$ cat src/rtl/btn_debounce_pkg.sv
// Shared board timing defaults for button conditioning.
// Every btn_debounce instance picks these up unless overridden.
package btn_debounce_pkg;

  localparam int SYNC_STAGES_DEF     = 2;
  localparam int DEBOUNCE_CYCLES_DEF = 16;
  localparam int REPEAT_EN_DEF       = 1;
  localparam int REPEAT_DELAY_DEF    = 64;
  localparam int REPEAT_PERIOD_DEF   = 16;

  function automatic int cnt_width(input int max_val);
    return (max_val < 1) ? 1 : $clog2(max_val + 1);
  endfunction

  function automatic int max2(input int a, input int b);
    return (a > b) ? a : b;
  endfunction

endpackage

$ cat src/rtl/btn_debounce_sync_chain.sv
// N-flop synchronizer with synchronous reset.
// Reusable for any asynchronous single-bit input.
module sync_chain #(
  parameter int STAGES = 2
) (
  input  logic clk,
  input  logic reset,
  input  logic d,
  output logic q
);

  logic [STAGES-1:0] ff;

  always_ff @(posedge clk) begin
    if (reset) begin
      ff <= '0;
    end else begin
      ff <= {ff[STAGES-2:0], d};
    end
  end

  assign q = ff[STAGES-1];

endmodule

$ cat src/rtl/btn_debounce.sv
// Push-button conditioner: sync, debounce, press/repeat and release strobes.
// Outputs are registered; the FSM sees only the synchronized sample.
module btn_debounce
  import btn_debounce_pkg::*;
#(
  parameter int SYNC_STAGES     = SYNC_STAGES_DEF,
  parameter int DEBOUNCE_CYCLES = DEBOUNCE_CYCLES_DEF,
  parameter int REPEAT_EN       = REPEAT_EN_DEF,
  parameter int REPEAT_DELAY    = REPEAT_DELAY_DEF,
  parameter int REPEAT_PERIOD   = REPEAT_PERIOD_DEF
) (
  input  logic clk,
  input  logic reset,
  input  logic btn_in,
  output logic btn_level,
  output logic btn_pulse,
  output logic btn_release
);

  localparam int DW = cnt_width(DEBOUNCE_CYCLES);
  localparam int RW = cnt_width(max2(REPEAT_DELAY, REPEAT_PERIOD));

  localparam logic [DW-1:0] D_LAST  = DW'(DEBOUNCE_CYCLES - 1);
  localparam logic [DW-1:0] D_ONE   = DW'(1);
  localparam logic [RW-1:0] R_FIRST = RW'(REPEAT_DELAY - 1);
  localparam logic [RW-1:0] R_NEXT  = RW'(REPEAT_PERIOD - 1);
  localparam logic [RW-1:0] R_ONE   = RW'(1);

  typedef enum logic [1:0] {
    IDLE       = 2'd0,
    DB_PRESS   = 2'd1,
    HELD       = 2'd2,
    DB_RELEASE = 2'd3
  } state_t;

  state_t          state;
  logic [DW-1:0]   dcnt;
  logic [RW-1:0]   rcnt;
  logic            rep;
  logic            s;

  sync_chain #(
    .STAGES (SYNC_STAGES)
  ) u_sync (
    .clk   (clk),
    .reset (reset),
    .d     (btn_in),
    .q     (s)
  );

  // rcnt restarts from 0 on every repeat; rep selects delay vs period target
  always_ff @(posedge clk) begin
    if (reset) begin
      state       <= IDLE;
      dcnt        <= '0;
      rcnt        <= '0;
      rep         <= 1'b0;
      btn_level   <= 1'b0;
      btn_pulse   <= 1'b0;
      btn_release <= 1'b0;
    end else begin
      btn_pulse   <= 1'b0;
      btn_release <= 1'b0;
      unique case (state)
        IDLE: begin
          if (s) begin
            if (DEBOUNCE_CYCLES == 1) begin
              state     <= HELD;
              btn_level <= 1'b1;
              btn_pulse <= 1'b1;
              rcnt      <= '0;
              rep       <= 1'b0;
            end else begin
              state <= DB_PRESS;
              dcnt  <= D_ONE;
            end
          end
        end
        DB_PRESS: begin
          if (!s) begin
            state <= IDLE;
            dcnt  <= '0;
          end else if (dcnt == D_LAST) begin
            state     <= HELD;
            dcnt      <= '0;
            btn_level <= 1'b1;
            btn_pulse <= 1'b1;
            rcnt      <= '0;
            rep       <= 1'b0;
          end else begin
            dcnt <= dcnt + D_ONE;
          end
        end
        HELD: begin
          if (!s) begin
            if (DEBOUNCE_CYCLES == 1) begin
              state       <= IDLE;
              btn_level   <= 1'b0;
              btn_release <= 1'b1;
            end else begin
              state <= DB_RELEASE;
              dcnt  <= D_ONE;
            end
          end else if (REPEAT_EN != 0) begin
            if (rcnt == (rep ? R_NEXT : R_FIRST)) begin
              btn_pulse <= 1'b1;
              rcnt      <= '0;
              rep       <= 1'b1;
            end else begin
              rcnt <= rcnt + R_ONE;
            end
          end
        end
        DB_RELEASE: begin
          if (s) begin
            state <= HELD;
            dcnt  <= '0;
            rcnt  <= '0;
            rep   <= 1'b0;
          end else if (dcnt == D_LAST) begin
            state       <= IDLE;
            dcnt        <= '0;
            btn_level   <= 1'b0;
            btn_release <= 1'b1;
          end else begin
            dcnt <= dcnt + D_ONE;
          end
        end
        default: state <= IDLE;
      endcase
    end
  end

endmodule

$ cat config.mk
export PLATFORM = sky130hd
export DESIGN_NAME = btn_debounce
export DESIGN_NICKNAME = d
export VERILOG_FILES = /design/src/rtl/btn_debounce_pkg.sv /design/src/rtl/btn_debounce_sync_chain.sv /design/src/rtl/btn_debounce.sv
export SDC_FILE = /design/constraint.sdc
export NUM_CORES = 1
export LEC_CHECK = 0
export ABC_AREA = 1
export BUFFER_PORTS_ARGS = -buffer_cell sky130_fd_sc_hd__buf_2
export CORE_ASPECT_RATIO = 0.75
export CORE_MARGIN = 3
export CORE_UTILIZATION = 37
export DETAILED_ROUTE_END_ITERATION = 7
export SETUP_SLACK_MARGIN = 0.2
export SLEW_MARGIN = 20
export SYNTH_ARGS = -nofsm -noshare
export SYNTH_HDL_FRONTEND = slang
export SYNTH_HIERARCHICAL = 1
export SYNTH_SLANG_ARGS = --single-unit
$ cat constraint.sdc
create_clock -name clk -period 1.5 [get_ports clk]
set_input_delay 0.075 -clock clk [delete_from_list [all_inputs] [get_ports clk]]
set_output_delay 0.075 -clock clk [all_outputs]
set_load 0.02 [all_outputs]
# After elaboration in Yosys (flattened, before gate mapping)

Cells that the tools add are included.

Bits in registers: 20
Word-level logic and storage cells: 71

Add/sub/neg operators: 2
Eq/ne operators: 16
Multiplexer cells: 35
Bitwise gates (word level): 1
Reductions and logical operators: 9

Operator list:

| cell                | number |
|---|---|
| $mux 7              | 5 |
| $mux 5              | 5 |
| $pmux 7 s3          | 1 |
| $pmux 5 s4          | 1 |
| $mux 1              | 12 |
| $mux 2              | 6 |
| $ne 2x2->1 const B  | 5 |
| $reduce_and 5->1    | 2 |
| $ne 2x1->1 const B  | 4 |
| $pmux 2 s4          | 1 |
| $add 7x1->7 const B | 1 |
| $eq 7x6->1          | 1 |
| $mux 6              | 1 |
| $reduce_and 6->1    | 1 |
| $add 5x1->5 const B | 1 |
| $eq 5x4->1 const B  | 1 |
| $eq 2x2->1 const B  | 2 |
| $pmux 1 s2          | 2 |
| $reduce_and 4->1    | 1 |
| $ne 3x2->1 const B  | 1 |
| $ne 3x3->1 const B  | 1 |
| $pmux 1 s3          | 1 |
| $reduce_bool 3->1   | 1 |
| $reduce_or 3->1     | 1 |
| 5 further kinds     | 5 |

# Logic depth before layout (Yosys ltp)

Gate-level depths: netlist of the first run.

Depth in word-level cells: 5
Gate-level depth with buffers: 11

# Modules after synthesis

Netlist of the first run, hierarchy kept.

Modules (own cells, without submodules):

| module       | instances | cells an instance | area an instance (sq um) | sequential area each (sq um) |
|---|---|---|---|---|
| btn_debounce | 1         | 146               | 1041.0                   | 360.3 |
| sync_chain   | 1         | 6                 | 55.1                     | 40.0 |

# Worst setup path before layout of the first run

Ideal clock, no wire load.

Kind: reg-to-reg
Start point: register state[0]
End point: register rcnt[4]
Data arrival time: 1.305 ns
Data required time: 1.436 ns
Setup slack: 0.131 ns
Stages on the path, launching flop included: 12
Path buffers: 0
Period minus slack after synthesis: 1.369 ns
Cells stage by stage: dfxtp_1 inv_1 ha_1 inv_1 nand2_1 nand2_2 inv_2 nand2_4 nor2_1 nand2_1 nand2_1 nor2_1

Cells in the longest elaborated chain, start to end: 3

Ends and longest elaborated chain:

| what                                         | line                | RTL |
|---|---|---|
| from (decl)                                  | btn_debounce.sv:36  | `state_t state;` |
| from (signal assigned)                       | btn_debounce.sv:54  | `state <= IDLE;` |
| from (signal assigned)                       | btn_debounce.sv:68  | `state <= HELD;` |
| from (signal assigned)                       | btn_debounce.sv:74  | `state <= DB_PRESS;` |
| $eq 2x2->1 or $eq 2x1->1 (tied branches)     | btn_debounce.sv:64  | `unique case (state)` |
| $ne 2x1->1 (no line) (tied with other cells) | n/a                 |  |
| $reduce_and 5->1 (no line)                   | n/a                 |  |
| to (signal assigned)                         | btn_debounce.sv:110 | `rcnt <= rcnt + R_ONE;` |
| to (decl)                                    | btn_debounce.sv:38  | `logic [RW-1:0] rcnt;` |

Parallel ways exist; a longest one is shown, timed or not.
A chain may end at the register's enable or synchronous reset.

==> reports/qor.yml, run 1 <==
status:
  status: "finished clean"
power_and_ir_drop:
  peakVddDrop_v: 0.000692
  p_total_mw: 1.76
  p_leak_nw: 0.559
  power_density_nw_per_um2: 1180
global_routing:
  met2_usage: 0.252
  grt.overflow.total: 0
  antenna_found_initial: 0
  track_usage: 0.158
  use_met1: 0.198
  grtUsageMet3: 0.0552
  grt_pass1_wl_mm: 4.27
  top_usage_layer: "met2"
  grt_max_degree: 14
  grt_pass1_vias: 996
logic_synthesis:
  synth.most_common_cell: "nand2_1"
  yosys_warnings: 6
  ys.flop_type: "dfxtp_1"
  syn_area_um2: 1100
  synth_cell_type_count: 28
  synthArstFlopShare: 0
  syn_area_per_cell_um2: 7.21
  synthTopCellsByCount: "nand2_1 (36), dfxtp_1 (20), inv_1 (17), a21oi_1 (14), nor2_1 (14)"
  synth_area_leaders: "dfxtp_1 (37%), nand2_1 (12%), ha_1 (6.8%)"
  synth.top_cell.area_share: 0.365
  synth-seq-cells: 20
  yosys.area.top_type: "dfxtp_1"
  netlist_instances: 152
  seq_area_frac_synth: 0.365
  synth_edf_count: 0
  mappedNetlistNets: 161
routing:
  viasPerCell: 5.03
  drt-initial-drc-count: 47
  wl_per_cell_um: 13.0
  postRouteAntennaNets: 0
  vias: 1036
  drc: 0
  wirelength_mm: 2.67
  firstDrtPassIters: 4
cts:
  cts.sinks: 20
  root_buffer: "clkbuf_8"
  clkTransAtPathRegs_ns: 0.07
  numCtsBuffers: 3
  clockBufferDepth: 2
  tritoncts: "done"
  insertion_delay_ns: 0.26
  htreeDepth: 1
die:
  start_util: 0.403
  die_h_um: 53.1
  dieArea_um2: 3660
  die_w_um: 68.8
  core_area_um2: 2720
  io_pins: 6
  rows: 16
timing:
  final_hold_viol_count: 0
  fin_crit_ns: 1.37
  slew_viol_final: 0
  tns_ns: 0
  final.setup_skew_ns: 0.00273
  rsz0062_at_grt: "yes"
  worst_slew_pin_slew_ns: 0.302
  max_slew_margin: 0.798
  finalWorstSetupSlack_ns: 0.125
  finalSetupViolations: 0
  fmax_mhz: 727
  final.period_utilization: 0.917
setup_path:
  required_ns: 1.69
  crit_fanout: 8
  crit_type: "reg2reg"
  cp-start-kind: "flip-flop"
  critPathArrivalTime_ns: 1.57
  crit_path_end_kind: "flip-flop"
final_layout:
  layout-drive-gt1-share: 0.418
  multi_input_area_um2: 792
  layout.nets: 181
  area.growth.synth_to_final_pct: 36.1
  fillers: 251
  regArea_um2: 417
  antenna_cells: 0
  final_util: 0.548
run:
  cap_violations: 0
place:
  place_ws_ns: 0.0792
  io_buffers: 5
  hpwlAfterDp_mm: 1.59
  gp_congestion: 0.796
min_path:
  worstHoldPathType: "in2reg"
## cells in the final DEF (no fill, tap or decap), types with 2 or more instances in the layout
master,instances
dfxtp_2,4
buf_4,8
nand2_2,8
a21oi_1,10
nor2_4,2
inv_4,2
buf_2,5
nor2_1,12
o21ai_1,2
nand2_1,30
a211oi_1,2
inv_2,5
o21ai_0,3
inv_1,13
ha_4,5
dfxtp_1,13
dfxtp_4,3
nand2_4,3
nor3_1,2
clkbuf_8,3
a21oi_4,2
nand3_2,4
a21oi_2,4
nor2_2,3
nand3_1,8
o21ai_2,2
## path summary, 6_finish.rpt
kind / startpoint / to / slack, ns / cells after the start
hold / removal: btn_in / u_sync/ff[0] / 0.01 / 3
hold reg to reg: u_sync/ff[0] / u_sync/ff[1] / 0.40 / 2
setup / recovery: flip-flop / rcnt[6] / 0.13 / 9
setup reg to reg: flip-flop / rcnt[6] / 0.13 / 9
## flip-flops by register name (all words and copies together), names as in the netlist, named ones only
name,cells
dcnt,5
btn_release,1
state,1
rcnt,7
rep,1
u_sync/ff,2
btn_pulse,1
btn_level,1
## kinds of logic after synthesis
logic type / synth area share
AOI/OAI and AO/OA: 0.161
and+or+nand+nor: 0.325
buffers and inverters: 0.0719
xor gates and xnor gates: 0.00799
adders and majority gates: 0.0685
DFF: 0.365
## power breakdown
part	switching (mW)	internal [mW]	total [mW]
Sequential	0.0811	0.595	0.677
Combinational	0.416	0.322	0.738
Clock	0.170	0.179	0.349
## routing by layer
layer	up-vias	part of all wire
met5	-	0
met1	476	0.47
met3	4	0.050
met2	25	0.47
met4	0	0.0071
li1	531	-
## critical path: stages, from the launching register on
cell and delay (ns):
dfxtp_4 0.37, inv_4 0.07, ha_4 0.16, nor2_4 0.04, nand2_2 0.07, nand2_4 0.06, a21oi_4 0.16, buf_12 0.15
nand3_2 0.07, a21oi_1 0.14
## final cells by class
class | count | area share
clock buffers | 3 | 0.0277
inverters | 20 | 0.0537
multi-input cells | 112 | 0.531
flip-flops and latches | 20 | 0.279
well taps | 36 | 0.0302
repair buffers | 15 | 0.0780
## per-stage QoR
step / area (um^2) / hold slack [ns] / std cells
global route: 1490 / 0.0235 / 206
CTS: 1360 / 0.0124 / 202
global placement: 1170 / 0.283 / 193
finish: 1490 / 0.0105 / 206
floorplan: 1100 / 0.146 / 152
detailed placement: 1170 / 0.287 / 193
## what timing repair did
item / CTS / global route
cloned: 1 / 0
gates resized for setup: 24 / 26
hold buffers: 0 / 0
setup endpoints to repair: 15 / 16
pin swaps: 11 / 12
buffers inserted: 5 / 4
(Power assumes the default switching activity.)
==> inputs of run 2 (changes only) <==
--- a/config.mk
+++ b/config.mk
@@ -11,6 +11,8 @@
 export CORE_MARGIN = 3
 export CORE_UTILIZATION = 37
 export DETAILED_ROUTE_END_ITERATION = 7
+export RECOVER_POWER = 50
+export REMOVE_ABC_BUFFERS = 1
 export SETUP_SLACK_MARGIN = 0.2
 export SLEW_MARGIN = 20
 export SYNTH_ARGS = -nofsm -noshare
==> run 2 against run 1 <==
  * Sequential power down 0.9%
  * Combinational power up 1%
  * Clock power up 54%
  * Critical path depth unchanged
  * Via count down 2.0%
  * Largest cell class unchanged
  * Critical endpoint unchanged
  * Sequential cell count unchanged
==> reports/qor.yml, run 2 (synthesis gave the netlist of run 1 again) <==
status:
  status: "finished clean"
timing:
  fin_crit_ns: 1.38
  fmax_mhz: 727
  tns_ns: 0
  final.setup_skew_ns: 0.00883
  final.period_utilization: 0.917
  slew_viol_final: 0
  worst_slew_pin_slew_ns: 0.701
  rsz0062_at_grt: "yes"
  final_hold_viol_count: 0
  finalSetupViolations: 0
  max_slew_margin: 0.533
routing:
  postRouteAntennaNets: 0
  vias: 1015
  wl_per_cell_um: 12.7
  firstDrtPassIters: 4
  viasPerCell: 4.93
  top_layer_used: "met4"
  drc: 0
  wl_met2_mm: 1.20
  dr_wl_met3_um: 112
  drt-initial-drc-count: 49
  wl_met1_mm: 1.27
  wirelength_mm: 2.61
final_layout:
  reg.largest.list: "rcnt: 7 flops, dcnt: 5 flops, u_sync/ff: 2 flops"
  antenna_cells: 0
  largest_reg_flops: 7
  top_register: "rcnt"
  mostFrequentLayoutCells: "nand2_1 (34), inv_1 (13), dfxtp_1 (13), nor2_1 (12), a21oi_1 (9)"
  layout-drive-gt1-share: 0.376
  fillers: 254
  area.growth.synth_to_final_pct: 36.8
  layout_commonest_cell: "nand2_1"
  layout.nets: 180
die:
  io_pins: 6
  core_area_um2: 2720
  start_util: 0.403
  die_h_um: 53.1
  rows: 16
  dieArea_um2: 3660
  die_w_um: 68.8
cts:
  root_buffer: "clkbuf_8"
  clockBufferDepth: 2
  clkTransAtPathRegs_ns: 0.08
  numCtsBuffers: 3
  insertion_delay_ns: 0.27
  cts.sinks: 20
  tritoncts: "done"
  htreeDepth: 1
setup_path:
  crit_path_end_kind: "flip-flop"
  r2r_setup_slack_ns: 0.12
  critPathArrivalTime_ns: 1.56
  cp-start-kind: "flip-flop"
  crit_fanout: 8
  required_ns: 1.69
  crit_type: "reg2reg"
  cp_slowest_stage_delay_ns: 0.38
  slowest_stage: "dfxtp_4"
  crit_chain: "inv_4 > ha_4 > nor2_4 > nand2_2 > nand2_4 > a21oi_4 > buf_12 > nand3_2 > a21oi_2"
min_path:
  worstHoldPathType: "in2reg"
place:
  io_buffers: 5
  hpwlAfterDp_mm: 1.62
  gp_congestion: 0.818
power_and_ir_drop:
  peakVddDrop_v: 0.000694
  p_total_mw: 1.96
  p_leak_nw: 0.552
  power_density_nw_per_um2: 1310
global_routing:
  grt_pass1_vias: 936
  grt_pass1_wl_mm: 4.26
  track_usage: 0.159
  antenna_found_initial: 0
  grt_max_degree: 14
  grt.overflow.total: 0
run:
  cap_violations: 0
[run 2: routing by layer]
layer	vias to the layer above	GRT usage
met5	-	0
met4	0	0.0388
met3	4	0.0510
met2	15	0.228
met1	468	0.227
li1	528	-
[run 2: cell type report]
type                    count  area [um^2]  share of cell area
multi-input cells         112          786               0.524
repair buffers             14          100              0.0668
inverters                  20         82.6              0.0551
clock buffers               3         41.3              0.0275
clock inverters             1         30.0              0.0200
flip-flops and latches     20          414               0.276
well taps                  36         45.0              0.0301
[run 2: final timing paths]
| kind | start | to | depth (start not counted) |
|---|---|---|---|
| max reg2reg | flip-flop | rcnt[6] | 9 |
| min | btn_in | u_sync/ff[0] | 3 |
| min reg2reg | u_sync/ff[0] | u_sync/ff[1] | 2 |
| max | flip-flop | rcnt[6] | 9 |
[run 2: power breakdown]
part           switching [mW]  leakage [nW]  internal, mW
logic                   0.424         0.350         0.322
clock network           0.183        0.0357         0.357
registers              0.0819         0.166         0.589
total                   0.688         0.552          1.27
[run 2: critical path, delay by kind of cell, from the launching register on]
kind                       cells  cell delay (ns)
AOI/OAI and AO/OA              2             0.27
adders and majority gates      1             0.16
buffers and inverters          2             0.23
DFF                            1             0.38
and+or+nand+nor                4             0.25
[run 2: timing repair]
item,4_1_cts,5_1_grt
resized for setup,23,27
pin swaps,13,10
hold buffers,0,0
setup buffers,3,3
hold endpoints to repair,0,0
endpoints found under the setup margin,16,15
gates cloned,1,0
[run 2: through the flow]
step	setup slack, ns	util	hold WS, ns	instance area, um^2	instances
finish	0.125	0.551	0.00809	1500	206
global route	0.0606	0.551	0.0233	1500	206
CTS	0.133	0.506	0.00413	1380	203
detailed placement	0.0428	0.435	0.288	1180	195
global placement	0.0934	0.435	0.278	1180	195
floorplan	0.131	-	0.144	1090	151
